### src/rtl/cpu_types_pkg.sv
// Shared types for the multicycle CPU: ISA opcode/funct/ALU encodings,
// control-unit state and mux-select constants.
package cpu_types_pkg;

    typedef enum logic [5:0] {
        OP_RTYPE = 6'h00,
        OP_J     = 6'h02,
        OP_JAL   = 6'h03,
        OP_BEQ   = 6'h04,
        OP_BNE   = 6'h05,
        OP_ADDIU = 6'h09,
        OP_SLTI  = 6'h0A,
        OP_SLTIU = 6'h0B,
        OP_ANDI  = 6'h0C,
        OP_ORI   = 6'h0D,
        OP_XORI  = 6'h0E,
        OP_LUI   = 6'h0F,
        OP_LW    = 6'h23,
        OP_SW    = 6'h2B
    } opcode_t;

    typedef enum logic [5:0] {
        FN_SLL  = 6'h00,
        FN_SRL  = 6'h02,
        FN_JR   = 6'h08,
        FN_ADD  = 6'h20,
        FN_ADDU = 6'h21,
        FN_SUB  = 6'h22,
        FN_SUBU = 6'h23,
        FN_AND  = 6'h24,
        FN_OR   = 6'h25,
        FN_XOR  = 6'h26,
        FN_NOR  = 6'h27,
        FN_SLT  = 6'h2A,
        FN_SLTU = 6'h2B
    } funct_t;

    typedef enum logic [3:0] {
        ALU_SLL, ALU_SRL, ALU_ADD, ALU_SUB, ALU_AND,
        ALU_OR, ALU_XOR, ALU_NOR, ALU_SLT, ALU_SLTU
    } aluop_t;

    typedef enum logic [2:0] {
        S_FETCH, S_DECODE, S_EXECUTE, S_MEMORY, S_WRITEBACK, S_HALT
    } state_t;

    typedef enum logic [3:0] {
        CLS_ILLEGAL, CLS_ALU_R, CLS_JR, CLS_J, CLS_JAL, CLS_BEQ,
        CLS_BNE, CLS_ALU_I, CLS_LUI, CLS_LW, CLS_SW, CLS_HALT
    } instr_class_t;

    localparam logic [5:0] HALT_OPCODE = 6'h3F;

    localparam logic [1:0] PC_NEXT   = 2'd0;
    localparam logic [1:0] PC_BRANCH = 2'd1;
    localparam logic [1:0] PC_JUMP   = 2'd2;
    localparam logic [1:0] PC_JR     = 2'd3;

    localparam logic [1:0] RD_RT = 2'd0;
    localparam logic [1:0] RD_RD = 2'd1;
    localparam logic [1:0] RD_RA = 2'd2;

    localparam logic [1:0] WD_ALU = 2'd0;
    localparam logic [1:0] WD_MEM = 2'd1;
    localparam logic [1:0] WD_PC4 = 2'd2;
    localparam logic [1:0] WD_LUI = 2'd3;

endpackage

### src/rtl/multicycle_control_unit_if.sv
// Datapath/memory-side signal bundle of the multicycle control unit.
// master = control unit, slave = datapath and cache side.
interface multicycle_control_unit_if #(
    parameter int WORD_W = 32,
    parameter int CNT_W  = 32
);
    logic [WORD_W-1:0] instr;
    logic              ihit;
    logic              dhit;
    logic              zero;
    logic              iREN;
    logic              dREN;
    logic              dWEN;
    logic              IRWrite;
    logic              PCWrite;
    logic [1:0]        pc_sel;
    logic              RegWrite;
    logic [1:0]        regdst_sel;
    logic [1:0]        wdat_sel;
    logic              ALUsrc;
    logic              ExtOp;
    logic [3:0]        aluop;
    logic [2:0]        state_o;
    logic              illegal;
    logic              halt;
    logic [CNT_W-1:0]  cycle_cnt;
    logic [CNT_W-1:0]  instr_cnt;

    modport master (
        input  instr, ihit, dhit, zero,
        output iREN, dREN, dWEN, IRWrite, PCWrite, pc_sel, RegWrite,
               regdst_sel, wdat_sel, ALUsrc, ExtOp, aluop, state_o,
               illegal, halt, cycle_cnt, instr_cnt
    );

    modport slave (
        output instr, ihit, dhit, zero,
        input  iREN, dREN, dWEN, IRWrite, PCWrite, pc_sel, RegWrite,
               regdst_sel, wdat_sel, ALUsrc, ExtOp, aluop, state_o,
               illegal, halt, cycle_cnt, instr_cnt
    );
endinterface

### src/rtl/multicycle_control_unit_decode.sv
// Combinational IR decoder: instruction class plus ALU controls for EXECUTE.
module mcu_decode
    import cpu_types_pkg::*;
#(
    parameter int         WORD_W  = 32,
    parameter logic [5:0] HALT_OP = HALT_OPCODE
) (
    input  logic [WORD_W-1:0] instr,
    output instr_class_t      cls,
    output aluop_t            aluop,
    output logic              alu_src,
    output logic              ext_op,
    output logic              illegal
);
    logic [5:0] opcode;
    logic [5:0] funct;
    logic       unused_instr_bits;

    assign opcode            = instr[WORD_W-1 -: 6];
    assign funct             = instr[5:0];
    assign unused_instr_bits = ^instr[WORD_W-7:6];

    always_comb begin
        cls     = CLS_ILLEGAL;
        aluop   = ALU_ADD;
        alu_src = 1'b0;
        ext_op  = 1'b0;
        // HALT_OP is a parameter, so it is matched ahead of the fixed opcode map
        if (opcode == HALT_OP) begin
            cls = CLS_HALT;
        end else begin
            case (opcode)
                OP_RTYPE: begin
                    cls = CLS_ALU_R;
                    case (funct)
                        FN_SLL:           aluop = ALU_SLL;
                        FN_SRL:           aluop = ALU_SRL;
                        FN_JR:            cls   = CLS_JR;
                        FN_ADD, FN_ADDU:  aluop = ALU_ADD;
                        FN_SUB, FN_SUBU:  aluop = ALU_SUB;
                        FN_AND:           aluop = ALU_AND;
                        FN_OR:            aluop = ALU_OR;
                        FN_XOR:           aluop = ALU_XOR;
                        FN_NOR:           aluop = ALU_NOR;
                        FN_SLT:           aluop = ALU_SLT;
                        FN_SLTU:          aluop = ALU_SLTU;
                        default:          cls   = CLS_ILLEGAL;
                    endcase
                end
                OP_J:     cls = CLS_J;
                OP_JAL:   cls = CLS_JAL;
                OP_BEQ:   begin cls = CLS_BEQ;   aluop = ALU_SUB;  ext_op = 1'b1; end
                OP_BNE:   begin cls = CLS_BNE;   aluop = ALU_SUB;  ext_op = 1'b1; end
                OP_ADDIU: begin cls = CLS_ALU_I; aluop = ALU_ADD;  alu_src = 1'b1; ext_op = 1'b1; end
                OP_SLTI:  begin cls = CLS_ALU_I; aluop = ALU_SLT;  alu_src = 1'b1; ext_op = 1'b1; end
                OP_SLTIU: begin cls = CLS_ALU_I; aluop = ALU_SLTU; alu_src = 1'b1; ext_op = 1'b1; end
                OP_ANDI:  begin cls = CLS_ALU_I; aluop = ALU_AND;  alu_src = 1'b1; end
                OP_ORI:   begin cls = CLS_ALU_I; aluop = ALU_OR;   alu_src = 1'b1; end
                OP_XORI:  begin cls = CLS_ALU_I; aluop = ALU_XOR;  alu_src = 1'b1; end
                OP_LUI:   begin cls = CLS_LUI;   aluop = ALU_ADD;  alu_src = 1'b1; end
                OP_LW:    begin cls = CLS_LW;    aluop = ALU_ADD;  alu_src = 1'b1; ext_op = 1'b1; end
                OP_SW:    begin cls = CLS_SW;    aluop = ALU_ADD;  alu_src = 1'b1; ext_op = 1'b1; end
                default:  cls = CLS_ILLEGAL;
            endcase
        end
    end

    assign illegal = (cls == CLS_ILLEGAL);

endmodule

### src/rtl/multicycle_control_unit.sv
// Multicycle control FSM: FETCH/DECODE/EXECUTE/MEMORY/WRITEBACK/HALT with
// ihit/dhit stalls, sticky halt and saturating cycle/retired counters.
module multicycle_control_unit
    import cpu_types_pkg::*;
#(
    parameter int         WORD_W  = 32,
    parameter int         CNT_W   = 32,
    parameter logic [5:0] HALT_OP = HALT_OPCODE
) (
    input logic                 CLK,
    input logic                 nRST,
    multicycle_control_unit_if.master bus
);
    state_t           state;
    state_t           state_next;
    instr_class_t     cls;
    aluop_t           dec_aluop;
    logic             dec_alu_src;
    logic             dec_ext_op;
    logic             dec_illegal;
    logic             retire;
    logic [CNT_W-1:0] cycle_cnt_q;
    logic [CNT_W-1:0] instr_cnt_q;

    function automatic logic [CNT_W-1:0] sat_inc(input logic [CNT_W-1:0] v);
        return (&v) ? v : v + {{(CNT_W-1){1'b0}}, 1'b1};
    endfunction

    mcu_decode #(
        .WORD_W  (WORD_W),
        .HALT_OP (HALT_OP)
    ) u_decode (
        .instr   (bus.instr),
        .cls     (cls),
        .aluop   (dec_aluop),
        .alu_src (dec_alu_src),
        .ext_op  (dec_ext_op),
        .illegal (dec_illegal)
    );

    always_ff @(posedge CLK or negedge nRST) begin
        if (!nRST) begin
            state       <= S_FETCH;
            cycle_cnt_q <= '0;
            instr_cnt_q <= '0;
        end else begin
            state <= state_next;
            if (state != S_HALT) cycle_cnt_q <= sat_inc(cycle_cnt_q);
            if (retire)          instr_cnt_q <= sat_inc(instr_cnt_q);
        end
    end

    always_comb begin
        state_next     = state;
        retire         = 1'b0;
        bus.iREN       = 1'b0;
        bus.dREN       = 1'b0;
        bus.dWEN       = 1'b0;
        bus.IRWrite    = 1'b0;
        bus.PCWrite    = 1'b0;
        bus.pc_sel     = PC_NEXT;
        bus.RegWrite   = 1'b0;
        bus.regdst_sel = RD_RT;
        bus.wdat_sel   = WD_ALU;
        bus.ALUsrc     = 1'b0;
        bus.ExtOp      = 1'b0;
        bus.aluop      = '0;
        bus.illegal    = 1'b0;
        bus.halt       = 1'b0;
        // Outputs are gated by nRST so an access in flight drops the moment reset asserts
        if (nRST) begin
            case (state)
                S_FETCH: begin
                    bus.iREN = 1'b1;
                    if (bus.ihit) begin
                        bus.IRWrite = 1'b1;
                        bus.PCWrite = 1'b1;
                        state_next  = S_DECODE;
                    end
                end
                S_DECODE: begin
                    if (cls == CLS_HALT) begin
                        state_next = S_HALT;
                    end else if (dec_illegal) begin
                        bus.illegal = 1'b1;
                        retire      = 1'b1;
                        state_next  = S_FETCH;
                    end else if (cls == CLS_J || cls == CLS_JAL) begin
                        bus.PCWrite = 1'b1;
                        bus.pc_sel  = PC_JUMP;
                        retire      = 1'b1;
                        state_next  = S_FETCH;
                        if (cls == CLS_JAL) begin
                            bus.RegWrite   = 1'b1;
                            bus.regdst_sel = RD_RA;
                            bus.wdat_sel   = WD_PC4;
                        end
                    end else begin
                        state_next = S_EXECUTE;
                    end
                end
                S_EXECUTE: begin
                    bus.aluop  = dec_aluop;
                    bus.ALUsrc = dec_alu_src;
                    bus.ExtOp  = dec_ext_op;
                    case (cls)
                        CLS_BEQ, CLS_BNE: begin
                            bus.PCWrite = (cls == CLS_BEQ) ? bus.zero : ~bus.zero;
                            bus.pc_sel  = PC_BRANCH;
                            retire      = 1'b1;
                            state_next  = S_FETCH;
                        end
                        CLS_JR: begin
                            bus.PCWrite = 1'b1;
                            bus.pc_sel  = PC_JR;
                            retire      = 1'b1;
                            state_next  = S_FETCH;
                        end
                        CLS_LW, CLS_SW: state_next = S_MEMORY;
                        default:        state_next = S_WRITEBACK;
                    endcase
                end
                S_MEMORY: begin
                    if (cls == CLS_SW) begin
                        bus.dWEN = 1'b1;
                        if (bus.dhit) begin
                            retire     = 1'b1;
                            state_next = S_FETCH;
                        end
                    end else begin
                        bus.dREN = 1'b1;
                        if (bus.dhit) state_next = S_WRITEBACK;
                    end
                end
                S_WRITEBACK: begin
                    bus.RegWrite   = 1'b1;
                    bus.regdst_sel = (cls == CLS_ALU_R) ? RD_RD : RD_RT;
                    bus.wdat_sel   = (cls == CLS_LW)  ? WD_MEM :
                                     (cls == CLS_LUI) ? WD_LUI : WD_ALU;
                    retire         = 1'b1;
                    state_next     = S_FETCH;
                end
                S_HALT:  bus.halt  = 1'b1;
                default: state_next = S_FETCH;
            endcase
        end
    end

    assign bus.state_o   = state;
    assign bus.cycle_cnt = cycle_cnt_q;
    assign bus.instr_cnt = instr_cnt_q;

endmodule

### src/flat_wrapper.sv
// flat-port wrapper written by rule: the top's interface ports become plain ports
module multicycle_control_unit_flat import cpu_types_pkg::*;
#(
    parameter int         WORD_W  = 32,
    parameter int         CNT_W   = 32,
    parameter logic [5:0] HALT_OP = HALT_OPCODE
)
  (CLK, nRST, bus_instr, bus_ihit, bus_dhit, bus_zero, bus_iREN, bus_dREN, bus_dWEN, bus_IRWrite, bus_PCWrite, bus_pc_sel, bus_RegWrite, bus_regdst_sel, bus_wdat_sel, bus_ALUsrc, bus_ExtOp, bus_aluop, bus_state_o, bus_illegal, bus_halt, bus_cycle_cnt, bus_instr_cnt);
  multicycle_control_unit_if #(.WORD_W(WORD_W), .CNT_W(CNT_W)) bus_i ();
  input logic CLK;
  input logic nRST;
  input wire logic [$bits(bus_i.instr)-1:0] bus_instr;
  input wire logic [$bits(bus_i.ihit)-1:0] bus_ihit;
  input wire logic [$bits(bus_i.dhit)-1:0] bus_dhit;
  input wire logic [$bits(bus_i.zero)-1:0] bus_zero;
  output wire logic [$bits(bus_i.iREN)-1:0] bus_iREN;
  output wire logic [$bits(bus_i.dREN)-1:0] bus_dREN;
  output wire logic [$bits(bus_i.dWEN)-1:0] bus_dWEN;
  output wire logic [$bits(bus_i.IRWrite)-1:0] bus_IRWrite;
  output wire logic [$bits(bus_i.PCWrite)-1:0] bus_PCWrite;
  output wire logic [$bits(bus_i.pc_sel)-1:0] bus_pc_sel;
  output wire logic [$bits(bus_i.RegWrite)-1:0] bus_RegWrite;
  output wire logic [$bits(bus_i.regdst_sel)-1:0] bus_regdst_sel;
  output wire logic [$bits(bus_i.wdat_sel)-1:0] bus_wdat_sel;
  output wire logic [$bits(bus_i.ALUsrc)-1:0] bus_ALUsrc;
  output wire logic [$bits(bus_i.ExtOp)-1:0] bus_ExtOp;
  output wire logic [$bits(bus_i.aluop)-1:0] bus_aluop;
  output wire logic [$bits(bus_i.state_o)-1:0] bus_state_o;
  output wire logic [$bits(bus_i.illegal)-1:0] bus_illegal;
  output wire logic [$bits(bus_i.halt)-1:0] bus_halt;
  output wire logic [$bits(bus_i.cycle_cnt)-1:0] bus_cycle_cnt;
  output wire logic [$bits(bus_i.instr_cnt)-1:0] bus_instr_cnt;
  assign bus_i.instr = bus_instr;
  assign bus_i.ihit = bus_ihit;
  assign bus_i.dhit = bus_dhit;
  assign bus_i.zero = bus_zero;
  assign bus_iREN = bus_i.iREN;
  assign bus_dREN = bus_i.dREN;
  assign bus_dWEN = bus_i.dWEN;
  assign bus_IRWrite = bus_i.IRWrite;
  assign bus_PCWrite = bus_i.PCWrite;
  assign bus_pc_sel = bus_i.pc_sel;
  assign bus_RegWrite = bus_i.RegWrite;
  assign bus_regdst_sel = bus_i.regdst_sel;
  assign bus_wdat_sel = bus_i.wdat_sel;
  assign bus_ALUsrc = bus_i.ALUsrc;
  assign bus_ExtOp = bus_i.ExtOp;
  assign bus_aluop = bus_i.aluop;
  assign bus_state_o = bus_i.state_o;
  assign bus_illegal = bus_i.illegal;
  assign bus_halt = bus_i.halt;
  assign bus_cycle_cnt = bus_i.cycle_cnt;
  assign bus_instr_cnt = bus_i.instr_cnt;
  multicycle_control_unit #(.WORD_W(WORD_W), .CNT_W(CNT_W), .HALT_OP(HALT_OP)) u_core (.CLK(CLK), .nRST(nRST), .bus(bus_i));
endmodule
### config.mk
export PLATFORM = sky130hd
export DESIGN_NAME = multicycle_control_unit_flat
export DESIGN_NICKNAME = d
export VERILOG_FILES = /design/src/rtl/cpu_types_pkg.sv /design/src/rtl/multicycle_control_unit_if.sv /design/src/rtl/multicycle_control_unit_decode.sv /design/src/rtl/multicycle_control_unit.sv /design/src/flat_wrapper.sv
export SDC_FILE = /design/constraint.sdc
export NUM_CORES = 1
export LEC_CHECK = 0
export CAP_MARGIN = 10
export CORE_MARGIN = 2
export CORE_UTILIZATION = 50
export CTS_CLUSTER_SIZE = 10
export DETAILED_ROUTE_END_ITERATION = 8
export HOLD_SLACK_MARGIN = 0.15
export PLACE_DENSITY = 0.84
export SLEW_MARGIN = 15
export SYNTH_ARGS = -nofsm -noshare
export SYNTH_HDL_FRONTEND = slang
export SYNTH_HIERARCHICAL = 1
export SYNTH_SLANG_ARGS = --single-unit
### constraint.sdc
create_clock -name CLK -period 9.55 [get_ports CLK]
set_input_delay 2.865 -clock CLK [delete_from_list [all_inputs] [get_ports CLK]]
set_output_delay 2.865 -clock CLK [all_outputs]
set_load 0.1 [all_outputs]
==> flow_summary.toml, run 1 <==
[outcome]
status = "finished clean"

[synth]
synth_edf_count = 0
synth_nets = 498
yosysTopAreaCellShare = 0.400
synth_top_area_cell = "dfrtp_1"
ys_top_cells_by_count = "dfrtp_1, xnor2_1, nand2_1"
ys_ff_latch = 67
ys.flop_type = "dfrtp_1"
async_flop_share = 1.00
synth_cells = 459
synth_cell_type_count = 68
ys_seq_area_frac = 0.400
yosysWarningCount = 6
synthTopCellsByArea = "dfrtp_1, xnor2_1, nand2_1"
synth.most_common_cell = "dfrtp_1"
syn_area_per_cell_um2 = 9.14
netlist_area_um2 = 4200

[clock_tree]
cts_inserted_buffers = 9
cts-resized-gates = 0
cts-root-buf = "clkbuf_8"
clock_latency_ps = 340
post-cts-setup-buffer-count = 0
cts_tree = "built"
hold_buffers = 0
clk_path_buf_depth = 2
ctsHtreeMaxLevel = 3
clkTransAtPathRegs_ps = 70
clock_sinks = 67

[detailed_routing]
first_iter_violations = 218
drc = 0
drt-pass1-iter-count = 5
routedWlPerCell_um = 15.0
vias_per_cell = 5.75
postRouteAntennaNets = 0
vias = 3850
drt_wl_total_um = 10100

[placed_design]
finalWeightedCongestion = 0.920
port-buffer-count = 103
dp_hpwl_um = 7300

[worst_setup_path]
r2r_cells = 6
end_kind = "output port"
cp_max_fo = 17
arrival_ps = 5960
critPathRequiredTime_ps = 6690
worstSetupStartpointType = "input pin"
critical_path_class = "input pin to output port"

[timing]
post-route-min-period_ps = 8830
worst_slew_pin_slew_ps = 1010
post-route-period-util = 0.924
setup_violations = 0
drv_slew = 0
rsz0062_at_grt = "false"
skew_ps = 9.65
slew-limit-headroom = 0.322
hold_viol = 0
finalSetupTns_ps = 0
max_freq_mhz = 113

[global_route]
grt_pass1_vias = 3499
grt_pass1_wl_um = 16700
grt.overflow.total = 0
grtUsageTotal = 0.229
grt_max_degree = 74
grt_antenna_before_repair = 0

[final_layout]
drive_gt1_frac = 0.101
final_util = 0.673
fillers = 649
areaGrowthSynthToFinish_pct = 31.2
nets = 598
antennaDiodeCount = 0

[worst_hold_path]
worstHoldPathCells = 1
hp-class = "flip-flop to flip-flop"

[floorplan]
boundaryPins = 124
core_area_um2 = 8180
die_x_um = 95.6
die_area_um2 = 9140
die_h_um = 95.6
num_rows = 33
start_util = 0.513

[flow_run]
max_cap_viol_count = 0

[power_and_ir_drop]
vdd_drop_max_v = 0.000306
power.leakage_nw = 2.25
powerDensity_nw_per_um2 = 191
layout make-up:
type,count,area (um^2),share of cell area
timing repair buffer,107,1100,0.199
sequential,67,1680,0.305
clock buffer,11,131,0.0239
clock inverter,5,30.0,0.00545
multi-input combinational,359,2380,0.433
inverter,15,56.3,0.0102
tap,105,131,0.0239
worst max-delay path: stages:
cell	delay [ps]
clkdlybuf4s50_1	640
or4_4	630
nor2_2	130
o311ai_1	180
a32oi_1	240
buf_4	250
nand4_1	120
a21oi_1	220
mux2i_1	110
a2bb2oi_1	160
nor2_1	220
buf_12	200
routing by layer:
metal / part of all wire / global-route usage / vias to the layer above
met1: 0.44 / 0.312 / 1819
met5: 0 / 0 / -
met4: 0.012 / 0.0571 / 0
li1: - / - / 1854
met3: 0.079 / 0.0688 / 14
met2: 0.46 / 0.360 / 163
metrics by stage:
stage	setup WS (ps)	hold WS (ps)	instance area [um^2]	power (mW)	std cells
6_report	722	493	5510	1.05	669
4_1_cts	775	498	5510	1.06	669
3_5_place_dp	782	484	5340	0.857	653
3_3_place_gp	863	474	5340	0.850	653
5_1_grt	480	521	5510	1.10	669
2_1_floorplan	151	1050	4220	0.737	459
cell families after synthesis:
kind of cell	share of synthesized area
compound gates	0.103
simple gates	0.310
flops	0.400
fa+ha+maj	0.00596
xor+xnor	0.129
mux	0.0134
buf+inv	0.0382
flip-flops by register name (all words and copies together), names as in the netlist:
signal and flops:
u_core/bus.cycle_cnt 32, u_core/bus.state_o 3, u_core/bus.instr_cnt 32
layout by cell type (no fill, tap or decap), drive strengths merged, types with 3 or more instances in the layout:
cell	Yosys	final
clkbuf	10	11
nor2b	5	5
nand4	23	23
and2	8	8
nor4	6	6
clkdlybuf4s50	0	87
o211ai	3	3
o22ai	3	3
nand2b	9	9
o2111ai	3	3
dfrtp	67	67
nor2	40	40
or3b	3	3
or4	5	5
inv	15	15
a21oi	13	13
o21ai	16	16
a31oi	6	6
nand2	42	42
and4	7	7
mux2i	3	3
nand3	25	25
buf	8	20
and3	16	16
nand3b	9	9
xor2	15	15
nor3	17	17
a21o	3	3
xnor2	47	47
clkinv	0	3
path summary, 6_finish.rpt:
path                                     startpoint                  endpoint  slack (ps)
max                                   bus_instr[28]               bus_PCWrite         720
min                        u_core/bus.cycle_cnt[18]  u_core/bus.cycle_cnt[18]         490
max reg2reg                   u_core/bus.state_o[1]   u_core/bus.instr_cnt[1]        6750
min reg2reg                u_core/bus.cycle_cnt[18]  u_core/bus.cycle_cnt[18]         490
max in group asynchronous                      nRST   u_core/bus.cycle_cnt[9]        6140
min in group asynchronous                      nRST     u_core/bus.state_o[0]        2810
power breakdown:
part | internal [mW] | leakage, nW | switching (mW)
sequential | 0.313 | 0.915 | 0.0513
clock | 0.0929 | 0.0791 | 0.105
combinational | 0.132 | 1.26 | 0.358
Note: power is estimated with default switching activity, not from simulation.
==> run 2: changes to the inputs <==
--- a/config.mk
+++ b/config.mk
@@ -5,13 +5,14 @@
 export SDC_FILE = /design/constraint.sdc
 export NUM_CORES = 1
 export LEC_CHECK = 0
+export ABC_AREA = 1
 export CAP_MARGIN = 10
 export CORE_MARGIN = 2
 export CORE_UTILIZATION = 50
 export CTS_CLUSTER_SIZE = 10
 export DETAILED_ROUTE_END_ITERATION = 8
 export HOLD_SLACK_MARGIN = 0.15
-export PLACE_DENSITY = 0.84
+export PLACE_DENSITY = 0.8
 export SLEW_MARGIN = 15
 export SYNTH_ARGS = -nofsm -noshare
 export SYNTH_HDL_FRONTEND = slang
==> run 2 against run 1 <==
Clock power increased by 39%; register-to-register slack improved by 340 ps; total power increased by 18%; hold slack improved by 70 ps; critical path depth decreased by 3; global-route usage increased by 3.5 points; setup slack improved by 460 ps; flip-flop and latch count unchanged; sequential power decreased by 2%; non-clock buffer count decreased by 3; critical path type unchanged; largest power group unchanged.
==> flow_summary.toml, run 2 <==
[floorplan]
core_area_um2 = 10400
die_area_um2 = 11600
boundaryPins = 124
die_h_um = 108
die_x_um = 108
start_util = 0.518
num_rows = 37

[synth]
synth.most_common_cell = "nand2_1"
ys_seq_area_frac = 0.311
ys_top_cells_by_count = "nand2_1, nor2_1, inv_1"
synthTopCellsByArea = "dfrtp_1, nand2_1, nor2_1"
synth_top_area_cell = "dfrtp_1"
ys.flop_type = "dfrtp_1"
synth_nets = 926
ys_ff_latch = 67
syn_area_per_cell_um2 = 6.09
yosysWarningCount = 6
yosysTopAreaCellShare = 0.311
async_flop_share = 1.00
synth_cells = 887
synth_edf_count = 0
netlist_area_um2 = 5400
synth_cell_type_count = 34

[timing]
setup_violations = 0
slew-limit-headroom = 0.333
worst_slew_pin_slew_ps = 997
post-route-min-period_ps = 8370
hold_viol = 0
skew_ps = 11.9
drv_slew = 0
post-route-period-util = 0.876
max_freq_mhz = 120
rsz0062_at_grt = "false"
finalSetupTns_ps = 0
hold_ws_ps = 564

[worst_setup_path]
crit_buf_inv = 4
slowest_delay_ps = 1140
crit_family = "buffers and inverters"
cp_max_fo = 13
end_kind = "output port"
crit_chain = "clkdlybuf4s50_1 > nor2_2 > nand3_1 > inv_1 > nand2_1 > nand3_1 > inv_1 > nor2_1 > clkdlybuf4s50_1"
worstSetupStartpointType = "input pin"
critPathRequiredTime_ps = 6690
r2r_slack_ps = 7090
arrival_ps = 5500
critical_path_class = "input pin to output port"
crit_slowest_cell = "clkdlybuf4s50_1"

[clock_tree]
clk_path_buf_depth = 2
cts-resized-gates = 0
cts_inserted_buffers = 9
hold_buffers = 0
post-cts-setup-buffer-count = 0
cts_tree = "built"
cts-root-buf = "clkbuf_8"
clock_sinks = 67
ctsHtreeMaxLevel = 3
clock_latency_ps = 360
clkTransAtPathRegs_ps = 80

[final_layout]
antennaDiodeCount = 0
areaGrowthSynthToFinish_pct = 23.5
drive_gt1_frac = 0.0636
final_cell_mix = "nand2_1, nor2_1, clkdlybuf4s50_1"
nets = 1024
fillers = 1008
final_common_cell = "nand2_1"

[outcome]
status = "finished clean"

[detailed_routing]
wl_met2_um = 6860
drt-pass1-iter-count = 6
top_layer_used = "met4"
postRouteAntennaNets = 0
drt_wl_total_um = 14800
m1WireLength_um = 6580
vias_per_cell = 5.21
drc = 0
routedWlPerCell_um = 13.1
first_iter_violations = 399
vias = 5862
wl_met3_um = 953

[flow_run]
max_cap_viol_count = 0

[global_route]
grt_pass1_vias = 5435
grt_pass1_wl_um = 24900
grtUsageTotal = 0.264
grt_max_degree = 66
grt_antenna_before_repair = 0
grt.overflow.total = 0

[worst_hold_path]
hp-class = "flip-flop to flip-flop"

[placed_design]
port-buffer-count = 103
dp_hpwl_um = 10800
finalWeightedCongestion = 0.959

[power_and_ir_drop]
vdd_drop_max_v = 0.000207
powerDensity_nw_per_um2 = 186
power.leakage_nw = 3.09
## run 2: changes by cell type in the layout (fill, tap and decap cells not counted), sizes merged, moves of 12 or more
cell / previous run / this run
xnor2: 47 / 9
nand3b: 9 / 21
nand3: 25 / 74
and3: 16 / 0
nor2: 40 / 138
o21ai: 16 / 28
inv: 15 / 87
nand2: 42 / 382
## run 2: final cells by class
class	count	area, um^2	share of cell area
tap	136	170	0.0255
multi-input combinational	717	3270	0.490
inverter	86	325	0.0488
clock buffer	9	124	0.0186
clock inverter	7	101	0.0152
sequential	67	1680	0.251
timing repair buffer	104	1000	0.150
## run 2: stage by stage
stage / std cells / power (mW) / area, um^2 / util / setup WS, ps
2_1_floorplan: 887 / 0.844 / 5410 / - / 105
3_3_place_gp: 1110 / 0.961 / 6440 / 0.618 / 1210
3_5_place_dp: 1110 / 0.968 / 6440 / 0.618 / 1190
4_1_cts: 1126 / 1.24 / 6670 / 0.640 / 1190
5_1_grt: 1126 / 1.30 / 6670 / 0.640 / 1000
6_report: 1126 / 1.24 / 6670 / 0.640 / 1180
## run 2: power breakdown
| group | leakage (nW) | switching (mW) | internal, mW | total, mW |
|---|---|---|---|---|
| clock network | 0.111 | 0.127 | 0.149 | 0.276 |
| registers | 0.918 | 0.0438 | 0.312 | 0.356 |
| logic | 2.06 | 0.480 | 0.129 | 0.609 |
## run 2: layer usage
metal	vias up	global-route usage
met3	28	0.0375
li1	2983	-
met2	217	0.447
met4	0	0.104
met5	-	0
met1	2634	0.341
## run 2: logic make-up (layout without fill, tap and decap cells)
kind of cell,after synthesis,after routing,synth area share
AOI/OAI and AO/OA,36,36,0.0410
xor gates and xnor gates,22,22,0.0357
adders and majority gates,2,2,0.00463
DFF,67,67,0.311
buffers and inverters,103,206,0.0855
and+or+nand+nor,657,657,0.523
## run 2: worst paths after layout
check / startpoint / to / cells past startpoint
max: bus_instr[31] / bus_aluop[1] / 9
min: u_core/bus.cycle_cnt[30] / u_core/bus.cycle_cnt[30] / 2
max reg2reg: u_core/bus.instr_cnt[0] / u_core/bus.instr_cnt[6] / 9
min reg2reg: u_core/bus.cycle_cnt[30] / u_core/bus.cycle_cnt[30] / 2
max in group asynchronous: nRST / u_core/bus.instr_cnt[9] / 2
min in group asynchronous: nRST / u_core/bus.cycle_cnt[0] / 1
## run 2: tightest hold or removal path: cells and delay by family (launching register included)
kind,cells,cell delay [ps]
DFF,1,400
and+or+nand+nor,2,130
